### config.mk
export PLATFORM = sky130hd
export DESIGN_NAME = pe_array_id
export DESIGN_NICKNAME = d
export VERILOG_FILES = /design/src/rtl/pe_array_id_pkg.sv /design/src/rtl/pe_array_id_operand_sel.sv /design/src/rtl/pe_array_id.sv
export SDC_FILE = /design/constraint.sdc
export NUM_CORES = 1
export LEC_CHECK = 0
export CAP_MARGIN = 30
export CORE_AREA = 2 2 134 136
export DETAILED_ROUTE_END_ITERATION = 10
export DIE_AREA = 0 0 136 138
export PLACE_DENSITY = 0.83
export SYNTH_ARGS = -nofsm -noshare
export SYNTH_HDL_FRONTEND = slang
export SYNTH_SLANG_ARGS = --single-unit
### constraint.sdc
create_clock -name iClk -period 1.6 [get_ports iClk]
set_input_delay 0.24 -clock iClk [delete_from_list [all_inputs] [get_ports iClk]]
set_output_delay 0.24 -clock iClk [all_outputs]
set_load 0.05 [all_outputs]
### src/rtl/pe_array_id_pkg.sv
// Shared PE ID-stage definitions: instruction field layout, opcode values,
// bypass/predication encodings and the bypass-only register threshold.
package pe_array_id_pkg;

  localparam int OPC_WIDTH = 7;
  localparam int OPC_LSB   = 17;
  localparam int DEST_LSB  = 12;
  localparam int IMM_LSB   = 0;
  localparam int IMM_WIDTH = 12;

  localparam logic [OPC_WIDTH-1:0] OPC_NOP = 7'h00;
  localparam logic [OPC_WIDTH-1:0] OPC_ADD = 7'h01;
  localparam logic [OPC_WIDTH-1:0] OPC_SUB = 7'h02;
  localparam logic [OPC_WIDTH-1:0] OPC_LW  = 7'h10;
  localparam logic [OPC_WIDTH-1:0] OPC_SW  = 7'h11;

  // Register indices at or above this value are bypass aliases, never written.
  localparam int BYPASS_THRESHOLD = 28;

  typedef enum logic [1:0] {
    BP_EX    = 2'b00,
    BP_WB    = 2'b01,
    BP_LEFT  = 2'b10,
    BP_RIGHT = 2'b11
  } bp_sel_e;

  typedef enum logic [1:0] {
    PRED_ALWAYS = 2'b00,
    PRED_IF_SET = 2'b01,
    PRED_IF_CLR = 2'b10,
    PRED_NEVER  = 2'b11
  } pred_e;

  function automatic logic pred_exec(input logic [1:0] pred, input logic flag);
    logic r;
    case (pred_e'(pred))
      PRED_ALWAYS: r = 1'b1;
      PRED_IF_SET: r = flag;
      PRED_IF_CLR: r = ~flag;
      default:     r = 1'b0;
    endcase
    return r;
  endfunction

endpackage

### src/rtl/pe_array_id_operand_sel.sv
// Combinational operand source select: RF read data or one of four bypass sources.
module pe_operand_sel
  import pe_array_id_pkg::*;
#(
  parameter int DATA_WIDTH = 32
) (
  input  logic                  bypass_read_i,
  input  logic [1:0]            bypass_sel_i,
  input  logic [DATA_WIDTH-1:0] rf_data_i,
  input  logic [DATA_WIDTH-1:0] ex_result_i,
  input  logic [DATA_WIDTH-1:0] wb_result_i,
  input  logic [DATA_WIDTH-1:0] left_data_i,
  input  logic [DATA_WIDTH-1:0] right_data_i,
  output logic [DATA_WIDTH-1:0] data_o
);

  logic [DATA_WIDTH-1:0] bypass_data;

  always_comb begin
    bypass_data = ex_result_i;
    case (bp_sel_e'(bypass_sel_i))
      BP_EX:    bypass_data = ex_result_i;
      BP_WB:    bypass_data = wb_result_i;
      BP_LEFT:  bypass_data = left_data_i;
      BP_RIGHT: bypass_data = right_data_i;
      default:  bypass_data = ex_result_i;
    endcase
  end

  assign data_o = bypass_read_i ? bypass_data : rf_data_i;

endmodule

### src/rtl/pe_array_id.sv
// PE array instruction-decode stage: operand select, decode, predication,
// and the ID/EX pipeline register with reset/flush/stall control.
module pe_array_id
  import pe_array_id_pkg::*;
#(
  parameter int DATA_WIDTH     = 32,
  parameter int INS_WIDTH      = 24,
  parameter int RF_INDEX_WIDTH = 5
) (
  input  logic                      iClk,
  input  logic                      iReset,
  input  logic                      iStall,
  input  logic                      iFlush,
  input  logic [INS_WIDTH-1:0]      iIF_ID_Instruction,
  input  logic [1:0]                iPredication,
  input  logic                      iIF_BP_Select_Imm,
  input  logic                      iIF_BP_Bypass_Read_A,
  input  logic                      iIF_BP_Bypass_Read_B,
  input  logic [1:0]                iIF_BP_Bypass_Sel_A,
  input  logic [1:0]                iIF_BP_Bypass_Sel_B,
  input  logic [2:0]                iIF_BP_Data_Selection,
  input  logic [DATA_WIDTH-1:0]     iRF_Read_Data_A,
  input  logic [DATA_WIDTH-1:0]     iRF_Read_Data_B,
  input  logic [DATA_WIDTH-1:0]     iBP_EX_Result,
  input  logic [DATA_WIDTH-1:0]     iBP_WB_Result,
  input  logic [DATA_WIDTH-1:0]     iBP_Left_Data,
  input  logic [DATA_WIDTH-1:0]     iBP_Right_Data,
  input  logic                      iPE_Flag,
  output logic [DATA_WIDTH-1:0]     oID_EX_Operand_A,
  output logic [DATA_WIDTH-1:0]     oID_EX_Operand_B,
  output logic [DATA_WIDTH-1:0]     oID_EX_Store_Data,
  output logic [OPC_WIDTH-1:0]      oID_EX_Opcode,
  output logic [RF_INDEX_WIDTH-1:0] oID_EX_Dest_Index,
  output logic                      oID_EX_Write_Enable,
  output logic                      oID_EX_Mem_Read,
  output logic                      oID_EX_Mem_Write,
  output logic [2:0]                oID_EX_Data_Selection,
  output logic                      oID_EX_Valid
);

  logic [DATA_WIDTH-1:0]     port_a_data, port_b_data;
  logic [OPC_WIDTH-1:0]      opcode;
  logic [RF_INDEX_WIDTH-1:0] dest;
  logic [IMM_WIDTH-1:0]      imm;
  logic [DATA_WIDTH-1:0]     imm_ext;
  logic                      exec;

  pe_operand_sel #(.DATA_WIDTH(DATA_WIDTH)) u_sel_a (
    .bypass_read_i (iIF_BP_Bypass_Read_A),
    .bypass_sel_i  (iIF_BP_Bypass_Sel_A),
    .rf_data_i     (iRF_Read_Data_A),
    .ex_result_i   (iBP_EX_Result),
    .wb_result_i   (iBP_WB_Result),
    .left_data_i   (iBP_Left_Data),
    .right_data_i  (iBP_Right_Data),
    .data_o        (port_a_data)
  );

  pe_operand_sel #(.DATA_WIDTH(DATA_WIDTH)) u_sel_b (
    .bypass_read_i (iIF_BP_Bypass_Read_B),
    .bypass_sel_i  (iIF_BP_Bypass_Sel_B),
    .rf_data_i     (iRF_Read_Data_B),
    .ex_result_i   (iBP_EX_Result),
    .wb_result_i   (iBP_WB_Result),
    .left_data_i   (iBP_Left_Data),
    .right_data_i  (iBP_Right_Data),
    .data_o        (port_b_data)
  );

  assign opcode  = iIF_ID_Instruction[OPC_LSB +: OPC_WIDTH];
  assign dest    = iIF_ID_Instruction[DEST_LSB +: RF_INDEX_WIDTH];
  assign imm     = iIF_ID_Instruction[IMM_LSB +: IMM_WIDTH];
  assign imm_ext = {{(DATA_WIDTH-IMM_WIDTH){imm[IMM_WIDTH-1]}}, imm};
  assign exec    = pred_exec(iPredication, iPE_Flag);

  logic [DATA_WIDTH-1:0]     operand_a_q, operand_a_d;
  logic [DATA_WIDTH-1:0]     operand_b_q, operand_b_d;
  logic [DATA_WIDTH-1:0]     store_data_q, store_data_d;
  logic [OPC_WIDTH-1:0]      opcode_q, opcode_d;
  logic [RF_INDEX_WIDTH-1:0] dest_q, dest_d;
  logic                      write_enable_q, write_enable_d;
  logic                      mem_read_q, mem_read_d;
  logic                      mem_write_q, mem_write_d;
  logic [2:0]                data_sel_q, data_sel_d;
  logic                      valid_q, valid_d;

  // Squashed instructions still carry operands/opcode/dest; only side effects drop.
  always_comb begin
    operand_a_d    = port_a_data;
    operand_b_d    = iIF_BP_Select_Imm ? imm_ext : port_b_data;
    store_data_d   = port_b_data;
    opcode_d       = opcode;
    dest_d         = dest;
    data_sel_d     = iIF_BP_Data_Selection;
    valid_d        = exec;
    mem_read_d     = exec && (opcode == OPC_LW);
    mem_write_d    = exec && (opcode == OPC_SW);
    write_enable_d = exec && (opcode != OPC_SW) && (opcode != OPC_NOP)
                     && (dest < RF_INDEX_WIDTH'(BYPASS_THRESHOLD));
  end

  always_ff @(posedge iClk) begin
    if (iReset || iFlush) begin
      operand_a_q    <= '0;
      operand_b_q    <= '0;
      store_data_q   <= '0;
      opcode_q       <= OPC_NOP;
      dest_q         <= '0;
      write_enable_q <= 1'b0;
      mem_read_q     <= 1'b0;
      mem_write_q    <= 1'b0;
      data_sel_q     <= '0;
      valid_q        <= 1'b0;
    end else if (!iStall) begin
      operand_a_q    <= operand_a_d;
      operand_b_q    <= operand_b_d;
      store_data_q   <= store_data_d;
      opcode_q       <= opcode_d;
      dest_q         <= dest_d;
      write_enable_q <= write_enable_d;
      mem_read_q     <= mem_read_d;
      mem_write_q    <= mem_write_d;
      data_sel_q     <= data_sel_d;
      valid_q        <= valid_d;
    end
  end

  assign oID_EX_Operand_A      = operand_a_q;
  assign oID_EX_Operand_B      = operand_b_q;
  assign oID_EX_Store_Data     = store_data_q;
  assign oID_EX_Opcode         = opcode_q;
  assign oID_EX_Dest_Index     = dest_q;
  assign oID_EX_Write_Enable   = write_enable_q;
  assign oID_EX_Mem_Read       = mem_read_q;
  assign oID_EX_Mem_Write      = mem_write_q;
  assign oID_EX_Data_Selection = data_sel_q;
  assign oID_EX_Valid          = valid_q;

endmodule

==> key figures <==
Worst setup path
  • Worst-path fanout max: 2
  • Reg2reg setup slack: 760 ps
  • Critical Path Start Type: primary input
  • CP endpoint kind: register
  • Max stage delay on crit path: 540 ps
  • Cell family with most CP delay: multiplexers
  • Worst EP required: around 1900 ps
  • Crit path buffers/inverters: 1
  • RR Endpoint: oID_EX_Operand_B[14]
  • CP max-delay cell: mux4_1
  • Critical-path cell list: clkdlybuf4s50_1 -> mux4_1 -> a211oi_1 -> a211oi_1
  • Worst reg2reg path depth: 2
  • Critical Path AT: 1610 ps
  • Critical Path Source: iBP_WB_Result[28]
  • Setup CP Type: in -> reg
  • Critical R2R Launch: oID_EX_Operand_B[14]
  • Most frequent CP cell: a211oi_1

Detailed routing
  • Vias per inst: 5.554
  • Detailed Route Iter0 Violations: between 500 and 600
  • Post-DRT Antenna Nets: 0
  • Final wirelength: ~27 mm
  • Vias: 6882
  • Drt first pass iters: 5
  • WL/cell: 22.17 um
  • Remaining DRCs: 0

GRT
  • Initial antenna violation count: 2
  • Met2 Usage GRT: roughly 42%
  • Number of global-route vias before repair: 6653
  • Met3 usage: around 6.5%
  • Pin count of the biggest net entering global routing: between 40 and 50
  • GR peak layer: met2
  • First-pass GRT wire length: 40.23 mm
  • GR Util met1: 38.98%
  • GR Overflow Total: 0
  • Gr usage total: 28.49%

STA
  • Tcrit/Tclk final: roughly 84%
  • Layout Skew: 0 ps
  • Relative slew slack: 69.72%
  • Setup violations, final: 0
  • RSZ-0062 raised after global routing: false
  • Slew Limit Fails: 0
  • Max Fclk: around 0.75 GHz
  • Tmin final: 1337 ps
  • Worst-Margin Slew: about 450 ps
  • Endpoints failing hold: 0

Layout
  • Commonest non-fill, non-tap cell in the layout: clkdlybuf4s50_1
  • Fill cells: 1505
  • Share of cells above drive strength 1: between 20% and 30%
  • Final Net Count: 1228
  • Final Cell Area: 10690 sq um
  • Most frequent cells in the layout: clkdlybuf4s50_1, buf_4, dfxtp_1
  • Final Instance Count excl. Fillers: 1239
  • Area grow syn2layout: 66.28%

Floorplan
  • Die area: 18770 sq um
  • Die width: 136 um
  • I/O pins: 348
  • Site row count: ~50
  • Core Area: roughly 18000 sq um
  • Initial Util: 36.66%
  • Die height: 138 um

CTS
  • Cts hold-fix bufs: 0
  • Setup Fix Bufs, Post-CTS: 0
  • CTS Buf Count: 17
  • H-tree levels: 4
  • Max clock buf depth: 2
  • CTS tree: built
  • CTS clk-pin slew, worst paths: 60 ps
  • Root buffer cell: clkbuf_16
  • Worst-Skew Late Latency: just over 400 ps
  • Clk sink count: 115

Place
  • Placement Cell Area: 10090 sq um
  • Port Buf Inserts: 347
  • Gpl congestion: roughly 1.0
  • Placed Instances: 1205
  • Detailed placement HPWL: 21.49 mm

Min path
  • Hold Path End: oID_EX_Data_Selection[1]
  • Hold/Removal Path Class: in -> reg
  • Hold Path Origin: iStall
  • Hold path cells: 3

Power and ir drop
  • Leakage: 4.407 nW
  • Power Density: 872.4 nW/um^2
  • VDD IR max: 0.6908 mV

Yosys
  • Yosys cell types: 40
  • Yosys Warn Count: 0
  • Mapped Nets: 884
  • Register area share after synthesis: 35.82%
  • Syn_area_per_cell: 9.873 sq um
  • Netlist Area Pre-Place: 6427 sq um
  • Gate Count Post-Synth: 651
  • #FFs+latches synth: about 120

Status
  • Outcome: finished, final reports clean

Job
  • MaxCap Viol Count: 0
## synthesized netlist by cell type, drive strengths merged
cell      n  area share, %
nor2     24            1.4
dfxtp   115             36
nand2    14           0.82
o21ai    66            5.1
inv      20            1.2
and3      1          0.097
a21o      1           0.12
clkbuf   38            2.2
nor2b     4           0.39
mux2     22            3.9
a211oi    9            1.1
or4       1           0.12
nand3     3           0.23
nand2b   34            3.3
nand4b    1           0.14
nor4b     1           0.14
o41ai     1           0.14
nor3      1          0.078
a22oi    11            1.4
xor2      1           0.14
clkinv    1          0.058
or2       1          0.097
a221oi   18            2.6
mux2i    98             16
buf      27            3.0
mux4     21            7.5
o221a    32            5.6
o221ai   11            1.5
and2      1          0.097
a21oi    51            4.0
a31oi    22            2.1
## flip-flops by register name (all words and copies together) (netlist names)
signal / cells
oID_EX_Mem_Read: 1
oID_EX_Valid: 1
oID_EX_Operand_B: 32
oID_EX_Dest_Index: 5
oID_EX_Opcode: 7
oID_EX_Write_Enable: 1
oID_EX_Data_Selection: 3
oID_EX_Mem_Write: 1
oID_EX_Store_Data: 32
oID_EX_Operand_A: 32
## layout make-up
type | instances | area, sq um | area share [%]
Clock buffer | 20 | 456.7 | 4.273
Antenna cell | 2 | 5.005 | 0.04683
Timing Repair Buffer | 390 | 3706 | 34.68
Inverter | 21 | 81.33 | 0.7609
Multi-Input combinational cell | 450 | 3719 | 34.79
Tap cell | 229 | 286.5 | 2.681
Sequential cell | 115 | 2302 | 21.54
Clock inverter | 12 | 131.4 | 1.229
## how the worst max path moves through the flow
stage	endpoint	slack [ps]	cells after the start
after floorplan	oID_EX_Operand_B[12]	200	5
after global placement	oID_EX_Operand_B[29]	-280	5
after detailed placement	oID_EX_Operand_B[28]	-350	5
after CTS	oID_EX_Operand_B[28]	100	5
after global routing	oID_EX_Operand_B[28]	180	4
final	oID_EX_Operand_B[28]	260	4
## logic make-up (layout without fill, tap and decap cells)
family                 count (synthesis)  in the layout  share of synthesized area (%)
multiplexers                         141            141                          26.98
other                                  0              2                              0
AO/OA/AOI/OAI                        222            222                          23.67
buffers and inverters                 86            443                          6.482
AND/OR/NAND/NOR                       86             86                          6.911
XOR/XNOR                               1              1                         0.1363
flip-flops                           115            115                          35.82
## metrics by stage
stage               hold slack [ps]  power [mW]  setup TNS (ps)  utilization [%]  worst slack (ps)
floorplan                     351.7       4.389               0                -             197.4
global placement              454.8       5.549          -12940            57.56            -279.2
detailed placement            465.8       5.574          -15490            57.56            -348.7
CTS                           284.0       9.350               0            60.91             98.82
global route                  294.3       9.615               0            60.95             175.9
finish                        290.2       9.325               0            60.95             263.0
## repair_timing
item                       CTS  global route
setup endpoints to repair    0             1
resized for setup            0             1
hold endpoints to repair     0             0
## per-layer routing
metal | vias up | part of all wire [%]
met4 | 0 | 3.8
met3 | 67 | 8.3
met5 | - | 0
met1 | 3271 | 43
met2 | 358 | 45
li1 | 3186 | -
## worst reg2reg max path: cells and delay by family, from the launching register on
family                 cells  cell delay (ps)
buffers and inverters      1               60
DFF                        1              420
AOI/OAI and AO/OA          1              270
## power breakdown
group / internal, mW / total (mW) / switching [mW]
Combinational: 1.21 / 2.47 / 1.26
Sequential: 2.99 / 3.07 / 0.0750
Clock: 2.37 / 3.78 / 1.41
(Power assumes the default switching activity.)
